`src/rtl/sel_stream_pkg.sv`:
```
// Shared types and helpers for the selector stream generator and its downstream decoder.
// Keeps state encoding and length clamping in one place so producer and consumer agree.
package sel_stream_pkg;

    localparam int SEL_WIDTH_DEF = 4;

    typedef logic [SEL_WIDTH_DEF-1:0] sel_t;

    typedef enum logic [1:0] {
        IDLE = 2'd0,
        RUN  = 2'd1,
        DONE = 2'd2
    } sel_state_t;

    function automatic int unsigned clamp_len(input int unsigned len, input int unsigned max);
        if (len > max) begin
            return max;
        end else begin
            return len;
        end
    endfunction

endpackage

```
`src/rtl/sel_stream_gen.sv`:
```
// Emits an arithmetic sequence of selector values over valid/ready, flags the final beat
// and pulses completion; every output comes straight from a flop.
module sel_stream_gen
    import sel_stream_pkg::*;
#(
    parameter int WIDTH   = 4,
    parameter int MAX_LEN = 16,
    localparam int LW     = $clog2(MAX_LEN + 1)
) (
    input  logic             i_clk,
    input  logic             i_rst_n,
    input  logic             i_start,
    input  logic [WIDTH-1:0] i_base,
    input  logic [WIDTH-1:0] i_step,
    input  logic [LW-1:0]    i_len,
    input  logic             i_abort,
    output logic [WIDTH-1:0] o_sel,
    output logic             o_sel_valid,
    input  logic             i_sel_ready,
    output logic             o_last,
    output logic             o_busy,
    output logic             o_done
);

    localparam logic [LW-1:0] LEN_ONE = LW'(32'd1);

    sel_state_t       state_r;
    sel_state_t       state_s;
    logic [LW-1:0]    cnt_r;
    logic [LW-1:0]    cnt_s;
    logic [LW-1:0]    len_r;
    logic [LW-1:0]    len_s;
    logic [WIDTH-1:0] step_r;
    logic [WIDTH-1:0] step_s;
    logic [WIDTH-1:0] sel_r;
    logic [WIDTH-1:0] sel_s;
    logic             valid_r;
    logic             valid_s;
    logic             last_r;
    logic             last_s;
    logic             busy_r;
    logic             done_r;
    logic [LW-1:0]    clamp_s;
    logic             hs_s;

    assign clamp_s = LW'(clamp_len(32'(i_len), $unsigned(MAX_LEN)));
    assign hs_s    = valid_r & i_sel_ready;

    // Next-state, next-counter, next-selector and flag decode
    always_comb begin
        state_s = state_r;
        cnt_s   = cnt_r;
        len_s   = len_r;
        step_s  = step_r;
        sel_s   = sel_r;
        valid_s = valid_r;
        last_s  = last_r;
        case (state_r)
            IDLE: begin
                if (i_start) begin
                    len_s  = clamp_s;
                    step_s = i_step;
                    if (clamp_s == {LW{1'b0}}) begin
                        state_s = DONE;
                        valid_s = 1'b0;
                        last_s  = 1'b0;
                    end else begin
                        state_s = RUN;
                        sel_s   = i_base;
                        cnt_s   = {LW{1'b0}};
                        valid_s = 1'b1;
                        last_s  = (clamp_s == LEN_ONE);
                    end
                end else begin
                    state_s = IDLE;
                end
            end
            RUN: begin
                // Abort wins over a same-cycle handshake; that beat still counts as taken.
                if (i_abort) begin
                    state_s = IDLE;
                    valid_s = 1'b0;
                    last_s  = 1'b0;
                end else if (hs_s) begin
                    if (cnt_r == (len_r - LEN_ONE)) begin
                        state_s = DONE;
                        valid_s = 1'b0;
                        last_s  = 1'b0;
                    end else begin
                        sel_s  = sel_r + step_r;
                        cnt_s  = cnt_r + LEN_ONE;
                        last_s = ((cnt_r + LEN_ONE) == (len_r - LEN_ONE));
                    end
                end else begin
                    state_s = RUN;
                end
            end
            DONE: begin
                state_s = IDLE;
            end
            default: begin
                state_s = IDLE;
                valid_s = 1'b0;
                last_s  = 1'b0;
            end
        endcase
    end

    // Control state, latched command and registered status flags
    always_ff @(posedge i_clk or negedge i_rst_n) begin
        if (!i_rst_n) begin
            state_r <= IDLE;
            len_r   <= {LW{1'b0}};
            step_r  <= {WIDTH{1'b0}};
            valid_r <= 1'b0;
            last_r  <= 1'b0;
            busy_r  <= 1'b0;
            done_r  <= 1'b0;
        end else begin
            state_r <= state_s;
            len_r   <= len_s;
            step_r  <= step_s;
            valid_r <= valid_s;
            last_r  <= last_s;
            busy_r  <= (state_s != IDLE);
            done_r  <= (state_s == DONE);
        end
    end

    // Beat counter
    always_ff @(posedge i_clk or negedge i_rst_n) begin
        if (!i_rst_n) begin
            cnt_r <= {LW{1'b0}};
        end else begin
            cnt_r <= cnt_s;
        end
    end

    // Selector accumulator
    always_ff @(posedge i_clk or negedge i_rst_n) begin
        if (!i_rst_n) begin
            sel_r <= {WIDTH{1'b0}};
        end else begin
            sel_r <= sel_s;
        end
    end

    assign o_sel       = sel_r;
    assign o_sel_valid = valid_r;
    assign o_last      = last_r;
    assign o_busy      = busy_r;
    assign o_done      = done_r;

endmodule

```
`config.mk`:
```
export PLATFORM = sky130hd
export DESIGN_NAME = sel_stream_gen
export DESIGN_NICKNAME = d
export VERILOG_FILES = /design/src/rtl/sel_stream_pkg.sv /design/src/rtl/sel_stream_gen.sv
export SDC_FILE = /design/constraint.sdc
export NUM_CORES = 1
export LEC_CHECK = 0
export ABC_AREA = 1
export CAP_MARGIN = 40
export CORE_ASPECT_RATIO = 1.1
export CORE_MARGIN = 5
export CORE_UTILIZATION = 52
export DETAILED_ROUTE_END_ITERATION = 10
export HOLD_SLACK_MARGIN = 0.06
export MAX_ROUTING_LAYER = met4
export PLACE_DENSITY = 0.78
export SETUP_SLACK_MARGIN = 0.15
export SLEW_MARGIN = 20
export SYNTH_ARGS = -nofsm -noshare
export SYNTH_HDL_FRONTEND = slang
export SYNTH_SLANG_ARGS = --single-unit
```
`constraint.sdc`:
```
create_clock -name i_clk -period 2.1 [get_ports i_clk]
set_input_delay 0.315 -clock i_clk [delete_from_list [all_inputs] [get_ports i_clk]]
set_output_delay 0.315 -clock i_clk [all_outputs]
set_load 0.1 [all_outputs]
```
# --- Word-level counts from Yosys, hierarchy flattened ---
# Cells that the tools add are included.
word_totals:
  reg_bits: 24
  out_inout_bits: 8
  inputBits: 18
  word_cells: 67
classes:
  add_sub_neg: 3
  magnitude_cmp: 1
  n_eq_ne: 13
  bitwise: 2
  n_reduce_logical: 8
  mux: 31
ops:
  columns: ["op", "n"]
  rows:
  - ["2-to-1 mux 5 bit", 6]
  - ["2-to-1 mux 4 bit", 5]
  - ["equality test 5 bit", 2]
  - ["2-to-1 mux 1 bit", 10]
  - ["2-to-1 mux 2 bit", 5]
  - ["inequality test 2 bit (second input constant)", 5]
  - ["one-hot mux 5 bit (2 select lines)", 1]
  - ["one-hot mux 4 bit (2 select lines)", 1]
  - ["inequality test 3 bit (second input constant)", 2]
  - ["one-hot mux 1 bit (3 select lines)", 2]
  - ["AND reduction 6 bit", 1]
  - ["adder 5 x 1 -> 5 bit (second input constant)", 1]
  - ["equality test 5 x 1 -> 1 bit (second input constant)", 1]
  - ["greater-than comparator 5 bit (second input constant)", 1]
  - ["zero test 5 bit", 1]
  - ["subtractor 5 x 1 -> 5 bit (second input constant)", 1]
  - ["adder 4 bit", 1]
  - ["equality test 2 bit (second input constant)", 2]
  - ["one-hot mux 2 bit (2 select lines)", 1]
  - ["AND reduction 4 bit", 1]
  - ["nonzero test 2 bit", 2]
  - ["AND reduction 3 bit", 1]
  - ["equality test 2 x 1 -> 1 bit (second input constant)", 1]
  - ["zero test 2 bit", 1]
  - ["other kinds (3)", 3]

# --- Longest topological paths before layout ---
# Gate-level depths: netlist of the first run.
depth:
  word_depth: 7
  ltp_mapped: 14
  ltp_nobuf: 14

# --- Worst setup path after synthesis of the first run ---
# No wires, ideal clock.
synth_path:
  path_type: "register to register"
  startpoint: "reg sel_r[0], in the netlist o_sel[0]"
  endpoint: "reg sel_r[2], in the netlist o_sel[2]"
  t_required_ns: 2.033
  setup_time_ns: 0.067
  setup_slack_ns: 0.001
  arrival_time_ns: 2.032
  period_less_slack_ns: 2.099
  n_path_buf: 0
  stages_incl_launch_ff: 8
  path_cell_list: "dfrtp_1 > ha_1 > inv_1 > fa_1 > xor2_1 > o21ai_0 > nand3_1 > nand2_1"
synth_via:
  elab_chain_cells: 5
synth_lines:
  columns: ["element", "line", "text"]
  rows:
  - ["from (decl)", "sel_stream_gen.sv:35", "logic [WIDTH-1:0] sel_r;"]
  - ["from (signal assigned)", "sel_stream_gen.sv:142", "sel_r <= {WIDTH{1'b0}};"]
  - ["from (signal assigned)", "sel_stream_gen.sv:144", "sel_r <= sel_s;"]
  - ["adder 4 bit", "sel_stream_gen.sv:90", "sel_s = sel_r + step_r;"]
  - ["2-to-1 mux 4 bit", "sel_stream_gen.sv:85", "if (cnt_r == (len_r - LEN_ONE)) begin"]
  - ["2-to-1 mux 4 bit", "sel_stream_gen.sv:84", "end else if (hs_s) begin"]
  - ["2-to-1 mux 4 bit", "sel_stream_gen.sv:80", "if (i_abort) begin"]
  - ["one-hot mux 4 bit (2 select lines)", "sel_stream_gen.sv:58", "case (state_r)"]
# No other way between the ends. The select of a mux whose other input is x is not followed.
# A chain may end at the register's enable or synchronous reset.

# --- Worst setup path in the final report of the first run ---
layout_path:
  startpoint: "reg len_r[0]"
  endpoint: "reg sel_r[0], in the netlist o_sel[0]"
layout_via:
  elab_chain_cells: 4
layout_lines:
  columns: ["element", "line", "text"]
  rows:
  - ["from (decl)", "sel_stream_gen.sv:31", "logic [LW-1:0] len_r;"]
  - ["from (signal assigned)", "sel_stream_gen.sv:113", "len_r <= {LW{1'b0}};"]
  - ["from (signal assigned)", "sel_stream_gen.sv:121", "len_r <= len_s;"]
  - ["subtractor 5 x 1 -> 5 bit", "sel_stream_gen.sv:85", null]
  - ["equality test 5 bit", "sel_stream_gen.sv:85", null]
  - ["inequality test 2 bit (no source line)", null, null]
  - ["AND reduction 6 bit (no source line)", null, null]
# No other way between the ends.

==> metrics.yaml, run 1 <==
run_status:
  status: "completed"
worst_setup_path:
  cp-startpoint: "len_r[0]$_DFFE_PN0P_"
  r2r_cells: 11
  reg2reg_to: "o_sel[0]$_DFFE_PN0P_"
  ff2ff_setup_slack_ns: 0.32
  cp.required_ns: 2.36
  end_kind: "flop"
  r2r_start: "len_r[0]$_DFFE_PN0P_"
  cp.arrival_ns: 2.03
  crit_fanout: 10
  cp-start-kind: "flop"
  worstSetupPathType: "reg -> reg"
routing:
  wl_per_cell_um: 11.82
  drc: 0
  avgViaCountPerCell: 5.087
  routed_wl_mm: 3.405
  vias: 1465
  drt_iter0_markers: 75
  dr.pass1.iters: 4
  antenna_left: 0
synth:
  synth_edf_count: 0
  synthTopCellsByArea: "dfrtp_1, nand2_1, nand3_1"
  ys_async_sr_fraction_pct: 100.0
  synth_nets: 249
  synth_cell_types: 22
  avgSynthCellArea_um2: 6.818
  synthCells: 225
  ys.warnings.count: 0
  ys_ff_latch: 24
  syn-cell-area_um2: 1534
  ys_seq_area_share_pct: 39.15
  yosys.area.top_type_share_pct: 39.15
  synth_top_area_cell: "dfrtp_1"
  synth_flop_cell: "dfrtp_1"
finish:
  drive_above_1_share_pct: 11.76
  area_growth_pct: 22.59
  mostFrequentLayoutCell: "nand2_1"
  final_cell_mix: "nand2_1, inv_1, nand3_1"
  num_antenna_cells: 0
  nets: 280
pwr:
  power_density_nw_per_um2: 1627
  switchingPower_mw: 1.634
  internal_power_mw: 1.425
  totalPowerFinal_mw: 3.059
  pwr-share-comb_pct: 62.5
  clock_power_share_pct: 10.9
  vdd_ir_drop_max_mv: 1.141
  p_seq_share_pct: 26.6
  sw_frac_of_total_pct: 53.40
  p_leak_nw: 1.005
sta:
  fin_setup_tns_ns: 0
  slew_violations: 0
  maxSlewHeadroom_pct: 74.13
  finClkSkew_ns: 0.002509
  whs_ns: 0.3407
  period_needed_ns: 1.775
  worst_slew_pin_slew_ns: 0.3877
  finalSetupViolCount: 0
  post-route-period-util_pct: 84.53
  fmax_ghz: 0.5633
  rsz0062_at_grt: "false"
  hold_violations: 0
floorplanning:
  start_util_pct: 54.73
  die_x_um: 61.79
  die_area_um2: 4137
  die_h_um: 66.97
  row_count: 20
  io_pins: 26
  core_um2: 2803
clocking:
  clk_latency_ns: 0.31
  cts_max_path_buffers: 2
  htree_levels: 1
  numClockSinks: 24
  cts_buffers: 3
  cts_tree: "yes"
  ctsRootBufferMaster: "clkbuf_4"
  clkTransAtPathRegs_ns: 0.13
grt:
  grt_usage_pct: 18.83
  antenna_found_initial: 0
  grt_overflow: 0
  grt_max_degree: 25
  grt_pass1_vias: 1392
  grt_first_pass_wirelength_mm: 5.837
run:
  drv_cap: 0
placed_design:
  dp_hpwl_mm: 2.683
  io_buffers: 25
  gp_congestion: 0.8945
worst_hold_path:
  hold_path_class: "in -> async"
## power groups by stage
| stage | sequential (mW) | combinational (mW) | clock [mW] |
|---|---|---|---|
| 2_1_floorplan | 1.19 | 1.11 | 0 |
| 3_3_place_gp | 0.817 | 1.85 | 0 |
| 3_5_place_dp | 0.821 | 1.89 | 0 |
| 4_1_cts | 0.812 | 1.90 | 0.342 |
| 5_1_grt | 0.844 | 2.13 | 0.361 |
| 6_report | 0.814 | 1.91 | 0.332 |
## sequential cells by signal, summed over array words and instances (netlist names)
register,count
cnt_r,5
len_r,5
o_busy,1
o_done,1
o_last,1
o_sel,4
o_sel_valid,1
state_r,2
step_r,4
## metal layers
layer | track usage [%] | vias up | part of all wire (%)
met4 | 3.979 | 0 | 0.79
met3 | 1.744 | 4 | 1.9
met1 | 24.94 | 667 | 47
met5 | - | - | 0
li1 | - | 775 | -
met2 | 31.02 | 19 | 50
## cells by family after synthesis
kind of cell             synth area share [%]
AND/OR/NAND/NOR                         40.29
XOR/XNOR                                2.284
buffers and inverters                   7.177
AO/OA/AOI/OAI                           5.709
adder cells (fa/ha/maj)                 5.383
flip-flops                              39.15
## worst max path at each step
stage	endpoint	slack, ns
floorplan	o_sel[3]$_DFFE_PN0P_	0.16
global placement	o_sel[0]$_DFFE_PN0P_	0.37
detailed placement	o_sel[0]$_DFFE_PN0P_	0.28
CTS	o_sel[0]$_DFFE_PN0P_	0.25
global route	cnt_r[2]$_DFFE_PN0P_	0.15
finish	o_sel[0]$_DFFE_PN0P_	0.32
## cell type report
cell class	instances	area, um2
fillers	262	922.1
well taps	33	41.29
clock inverters	1	30.03
clock buffers	3	22.52
inverters	27	101.3
flip-flops and latches	24	604.3
repair buffers	28	252.7
multi-input cells	172	828.3
## through the flow
stage	area (um2)	worst slack [ns]	std cells	util (%)
after CTS	1867	0.2476	287	66.61
after global routing	1881	0.1474	288	67.10
after floorplan	1536	0.1601	225	-
after global placement	1814	0.3712	283	64.73
after detailed placement	1814	0.2833	283	64.73
final	1881	0.3248	288	67.10
## critical path: stages, from the launching register on
cell and delay, ns:
dfrtp_1 0.41, inv_2 0.10, ha_2 0.30, xor2_1 0.15, nand2_1 0.07, nor2_2 0.12
nand3_2 0.12, nand2_2 0.10, nand2_4 0.09, nand2_4 0.12, nand2_1 0.06, nand2_1 0.06
## cell usage after synthesis, types with 2 or more instances
cell     number
nand3_1      23
nor2_1       16
inv_2         2
nand4_1       4
nand2_1      93
ha_1          5
inv_1        24
nand2_4       2
nor2_2        3
o22ai_1       2
a21oi_1       3
xor2_1        4
dfrtp_1      24
o21ai_0      12
## repair_timing
action	in CTS	in global routing
hold buffers	0	0
gates resized for setup	0	4
buffers inserted	0	1
setup endpoints to repair	0	13
(Power assumes the default switching activity.)
==> inputs of run 2 (changes only) <==
--- a/config.mk
+++ b/config.mk
@@ -9,11 +9,11 @@
 export CAP_MARGIN = 40
 export CORE_ASPECT_RATIO = 1.1
 export CORE_MARGIN = 5
-export CORE_UTILIZATION = 52
+export CORE_UTILIZATION = 47
 export DETAILED_ROUTE_END_ITERATION = 10
 export HOLD_SLACK_MARGIN = 0.06
 export MAX_ROUTING_LAYER = met4
-export PLACE_DENSITY = 0.78
+export PLACE_DENSITY = 0.75
 export SETUP_SLACK_MARGIN = 0.15
 export SLEW_MARGIN = 20
 export SYNTH_ARGS = -nofsm -noshare
==> constraint.sdc (replaced) <==
create_clock -name i_clk -period 1.4 [get_ports i_clk]
set_input_delay 0.21 -clock i_clk [delete_from_list [all_inputs] [get_ports i_clk]]
set_output_delay 0.21 -clock i_clk [all_outputs]
set_load 0.1 [all_outputs]
==> run 2 against run 1 <==
  * The run now ends with negative setup slack left
  * Cell count grew 11%
  * First-iteration DRC count grew 4.0%
  * Critical path depth is the same
  * Sequential power grew 60%
  * Global-route usage shrank 0.45 points
  * Register-to-register slack lost 0.60 ns
  * Worst setup slack lost 0.60 ns
  * Critical endpoint is now cnt_r[3]$_DFFE_PN0P_
  * Highest routed layer unchanged
==> metrics.yaml, run 2 (same netlist as run 1, synthesis figures left out) <==
clocking:
  ctsRootBufferMaster: "clkbuf_4"  # unchanged
  numClockSinks: 24  # unchanged
  clkTransAtPathRegs_ns: 0.14  # was 0.13 ns
  cts_tree: "yes"  # unchanged
  htree_levels: 1  # unchanged
  cts_buffers: 3  # unchanged
  clk_latency_ns: 0.31  # about the same
  cts_max_path_buffers: 2  # unchanged
pwr:
  vdd_ir_drop_max_mv: 1.748  # was 1.141 mV
  power_density_nw_per_um2: 2429  # was 1627 nW/um2
  p_leak_nw: 1.178  # was 1.005 nW
  totalPowerFinal_mw: 5.780  # was 3.059 mW
finish:
  num_antenna_cells: 0  # unchanged
  mostFrequentLayoutCell: "nand2_1"  # unchanged
  final_cell_mix: "nand2_1, buf_4, nand3_1"  # was nand2_1, inv_1, nand3_1
  reg_top3: "cnt_r: 5 flops, len_r: 5 flops"  # unchanged
  area_growth_pct: 55.14  # was 22.59%
  nets: 312  # was 280
  drive_above_1_share_pct: 29.97  # was 11.76%
worst_setup_path:
  cp.arrival_ns: 1.93  # was 2.03 ns
  cp-start-kind: "flop"  # unchanged
  crit_fanout: 6  # was 10
  end_kind: "flop"  # unchanged
  cp.required_ns: 1.66  # was 2.36 ns
  worstSetupPathType: "reg -> reg"  # unchanged
  cp-startpoint: "len_r[0]$_DFFE_PN0P_"  # unchanged
  r2r_start: "len_r[0]$_DFFE_PN0P_"  # unchanged
placed_design:
  io_buffers: 25  # unchanged
  gp_congestion: 0.8809  # was 0.8945
  dp_hpwl_mm: 2.908  # was 2.683 mm
sta:
  finClkSkew_ns: 0.01091  # was 0.002509 ns
  hold_violations: 0  # unchanged
  period_needed_ns: 1.672  # was 1.775 ns
  whs_ns: 0.2432  # was 0.3407 ns
  worst_slew_pin_slew_ns: 0.3260  # was 0.3877 ns
  maxSlewHeadroom_pct: 78.24  # was 74.13%
  finalSetupViolCount: 15  # was 0
  setup_ws_ns: -0.2724  # was 0.3248 ns
  post-route-period-util_pct: 119.5  # was 84.53%
  fmax_ghz: 0.5979  # was 0.5633 GHz
  slew_violations: 0  # unchanged
  rsz0062_at_grt: "true"  # was false
run_status:
  status: "finished, violations left"  # was completed
  failed_checks: "negative setup slack"
floorplanning:
  die_area_um2: 4507  # was 4137 um2
  core_um2: 3100  # was 2803 um2
  start_util_pct: 49.48  # was 54.73%
  row_count: 21  # was 20
  die_x_um: 64.47  # was 61.79 um
  die_h_um: 69.92  # was 66.97 um
  io_pins: 26  # unchanged
routing:
  vias: 1620  # was 1465
  drt_iter0_markers: 78  # was 75
  wl_per_cell_um: 12.61  # was 11.82 um
  top_layer: "met4"  # unchanged
  drc: 0  # unchanged
  wl_met2_mm: 2.125  # was 1.702 mm
  avgViaCountPerCell: 5.047  # was 5.087
  route.met3.wl_um: 85  # was 66 um
  routed_wl_mm: 4.049  # was 3.405 mm
  wl_met1_mm: 1.825  # was 1.608 mm
  antenna_left: 0  # unchanged
  dr.pass1.iters: 4  # unchanged
grt:
  antenna_found_initial: 0  # unchanged
  grt_overflow: 0  # unchanged
  grt_pass1_vias: 1510  # was 1392
  grt_usage_pct: 18.38  # was 18.83%
  grt_max_degree: 25  # unchanged
  grt_first_pass_wirelength_mm: 6.603  # was 5.837 mm
run:
  drv_cap: 0  # unchanged
worst_hold_path:
  hold_path_class: "in -> async"  # unchanged
==> run 2: final cells by class <==
class | instances | area [um2]
Multi-Input combinational cell | 174 | 1003
Sequential cell | 24 | 614.3
Clock buffer | 4 | 26.28
Timing Repair Buffer | 58 | 589.3
Inverter | 27 | 103.9
Fill cell | 217 | 720.7
Tap cell | 34 | 42.54
==> run 2: timing repair <==
action | in CTS | in global routing
setup buffers | 3 | 1
gates cloned | 2 | 0
endpoints found under the setup margin | 24 | 20
hold buffers | 0 | 0
pin swaps | 13 | 12
resized for setup | 11 | 22
==> run 2: routing by layer <==
layer / up-vias / track usage (%)
met2: 20 / 30.96
met4: 0 / 3.286
met3: 2 / 2.083
met5: - / -
li1: 845 / -
met1: 753 / 24.06
==> run 2: critical path, stage by stage (launching register included) <==
cell and delay [ns]:
dfrtp_1 0.41, inv_2 0.08, ha_4 0.21, xor2_1 0.15, nand2_1 0.09, nor2_2 0.15, nand3_4 0.12, nand2_4 0.11
nand2_8 0.09, nand2_8 0.10, nand2_2 0.06, nand2_2 0.06
==> run 2: worst paths after layout <==
path	to	slack (ns)	depth (start not counted)
min in group i_clk	step_r[3]$_DFFE_PN0P_	0.42	3
worst max register to register	cnt_r[3]$_DFFE_PN0P_	-0.27	11
worst min register to register	step_r[3]$_DFFE_PN0P_	0.53	2
worst min-delay path	cnt_r[2]$_DFFE_PN0P_	0.24	2
max in group asynchronous	o_sel_valid$_DFFE_PN0P_	0.88	2
worst max-delay path	cnt_r[3]$_DFFE_PN0P_	-0.27	11
==> run 2: through the flow <==
step / utilization [%] / setup WS (ns) / instances / setup TNS, ns / instance area [um2]
6_report: 76.76 / -0.2724 / 321 / -3.571 / 2380
5_1_grt: 76.76 / -0.3700 / 321 / -5.025 / 2380
4_1_cts: 73.41 / -0.2442 / 320 / -2.806 / 2276
3_5_place_dp: 70.38 / -0.2596 / 311 / -3.082 / 2182
3_3_place_gp: 70.38 / -0.2318 / 311 / -2.671 / 2182
2_1_floorplan: - / -0.2006 / 225 / -1.683 / 1600
==> run 2: power by group <==
part	switching, mW	internal (mW)
logic	2.44	1.73
registers	0.315	0.988
clock network	0.200	0.111
==> edit, RTL diff (flow settings as in run 2) <==
Change the parameter `MAX_LEN` from 16 to 32.
--- a/src/rtl/sel_stream_gen.sv
+++ b/src/rtl/sel_stream_gen.sv
@@ -4,7 +4,7 @@
     import sel_stream_pkg::*;
 #(
     parameter int WIDTH   = 4,
-    parameter int MAX_LEN = 16,
+    parameter int MAX_LEN = 32,
     localparam int LW     = $clog2(MAX_LEN + 1)
 ) (
     input  logic             i_clk,
Interface: changed (resized i_len); port bits go from 26 to 27. No check against the original RTL was run, so the function may have changed too.
==> edit against run 2 <==
The flow still finishes with violations (setup timing); worst setup slack got worse by 0.16 ns; wire length increased by 33%; cell area increased by 20%; power increased by 19%; sequential cell count increased by 2; via count increased by 26%; area after synthesis increased by 19%; sequential share of layout area decreased by 2.6 points; critical path type unchanged; highest routed layer unchanged.
==> edit: results (changes against run 2) <==
status=finished with violations; failing checks=setup timing; first-pass GRT wire length=8740 µm (+32%); final setup violation count=16 (+1); synth top area cells=dfrtp_1 36%, nand2_1 20%, nand3_1 6.9%, inv_1 6.6%, nor2_1 4.1%; final layout net count=365 (+17%); Place WS=-0.354 ns (-0.0943 ns); biggest registers after layout=cnt_r: 6 flops, len_r: 6 flops; final hold slack=0.304 ns (+0.0611 ns); TNS Setup=-5.84 ns (-2.27 ns); Yosys cell types=26 (+18%); Avg Inst Size Synth=6.94 µm² (+1.8%); post-DP HPWL=3540 µm (+22%); syn nets=287 (+15%); Max H-tree Level=1 (unchanged); FFs w/ async S/R, synth=100% (unchanged); Worst Clk Skew=0.00682 ns (-0.00409 ns); Slowest cell on crit path=dfrtp_1; Cells after DPL=381 (+23%); initial antenna violation count=0 (unchanged); gp weighted congestion=0.843 (-4.3%); synth cell count leaders=97 x nand2_1, 32 x inv_1, 26 x dfrtp_1; maximum vdd ir drop=0.00162 V (-7.3%); critical path fanouts, max=6 (unchanged); CP peak stage delay=0.38 ns (-0.03 ns); Routed WL=5400 µm (+33%); Starting DRT DRC Count=107 (+37%); YS warnings=0 (unchanged); R2R Path End=cnt_r[0]; Overall Global Routing Usage=21.3% (+2.9 points); Root Buffer=clkbuf_8; Final Worst Setup Slack=-0.431 ns (-0.159 ns); Max Root-Sink Buffers=2 (unchanged); Reg2Reg Depth=13 (+2); worst reg2reg startpoint=len_r[1]; Vias=2,034 (+26%); Pre-Repair DR Iteration Count=5 (+1); n_diodes=0 (unchanged); clk slew on worst S/H paths=0.09 ns (-0.05 ns); Num CTS Buffers=3 (unchanged); I/O Buffers=26 (+4.0%); CP top delay family=simple AND/OR/NAND/NOR gates; largest net degree at the start of global routing=27 (+8.0%); fraction of the yosys area taken by sequential cells=35.8% (-3.4 points); Leak Pwr=0.00141 µW (+20%); Via density=5.23 (+3.6%); relative slew slack=71.6% (-6.6 points); placed inst area=0.00260 mm² (+19%); worst skew pair latency=0.28 ns (-0.03 ns); Top FF cell, synth=dfrtp_1; vias in the first global route=1,929 (+28%); fraction of layout cells with a size suffix above 1=36.6% (+6.6 points)
[edit: cell types whose count changed in the layout (fill, tap and decap cells not counted), sizes merged, moves of 2 or more]
cell,change
inv,+7
nor2,+4
xnor2,+2
dfrtp,+2
xor2,-2
nand2,+7
nand4,+5
o21ai,-3
buf,+19
o22ai,+3
nand3,+7
[edit: area by class of cell]
cell class	instances	area, µm²
Multi-Input combinational cell	198	1200
Timing Repair Buffer	78	749
Tap cell	50	62.6
Fill cell	265	823
Clock buffer	4	55.1
Sequential cell	26	664
Inverter	33	124
[edit: layer usage]
metal	global-route usage, %	wire length, µm
met1	24.7	2140
met3	1.74	224
met2	39.9	2890
met5	-	0
met4	6.29	150
[edit: worst max path at each step]
stage,startpoint,to,depth (start not counted)
after global placement,i_len[1],o_busy,8
after floorplan,len_r[0],o_sel[2],13
after detailed placement,i_len[1],o_sel[0],9
after CTS,len_r[1],cnt_r[2],13
final,len_r[1],cnt_r[0],13
after global routing,len_r[1],o_sel[1],13
[edit: power breakdown]
group | internal (µW) | leakage (µW) | switching [µW]
Combinational | 2160 | 0.00106 | 2840
Sequential | 1050 | 0.000328 | 341
Clock | 252 | 0.0000288 | 244
[edit: cells by family after synthesis]
logic type               after synthesis  share of synthesized area (%)
AND/OR/NAND/NOR                      168                           42.1
buffers and inverters                 40                           10.2
flip-flops                            26                           35.8
AO/OA/AOI/OAI                         18                           5.44
adder cells (fa/ha/maj)                6                           4.54
XOR/XNOR                               4                           1.93
[edit: what timing repair did]
item,4_1_cts,5_1_grt
pin swaps,3,13
gates cloned,2,0
endpoints found under the setup margin,23,22
gates resized for setup,16,27
buffers inserted,1,1
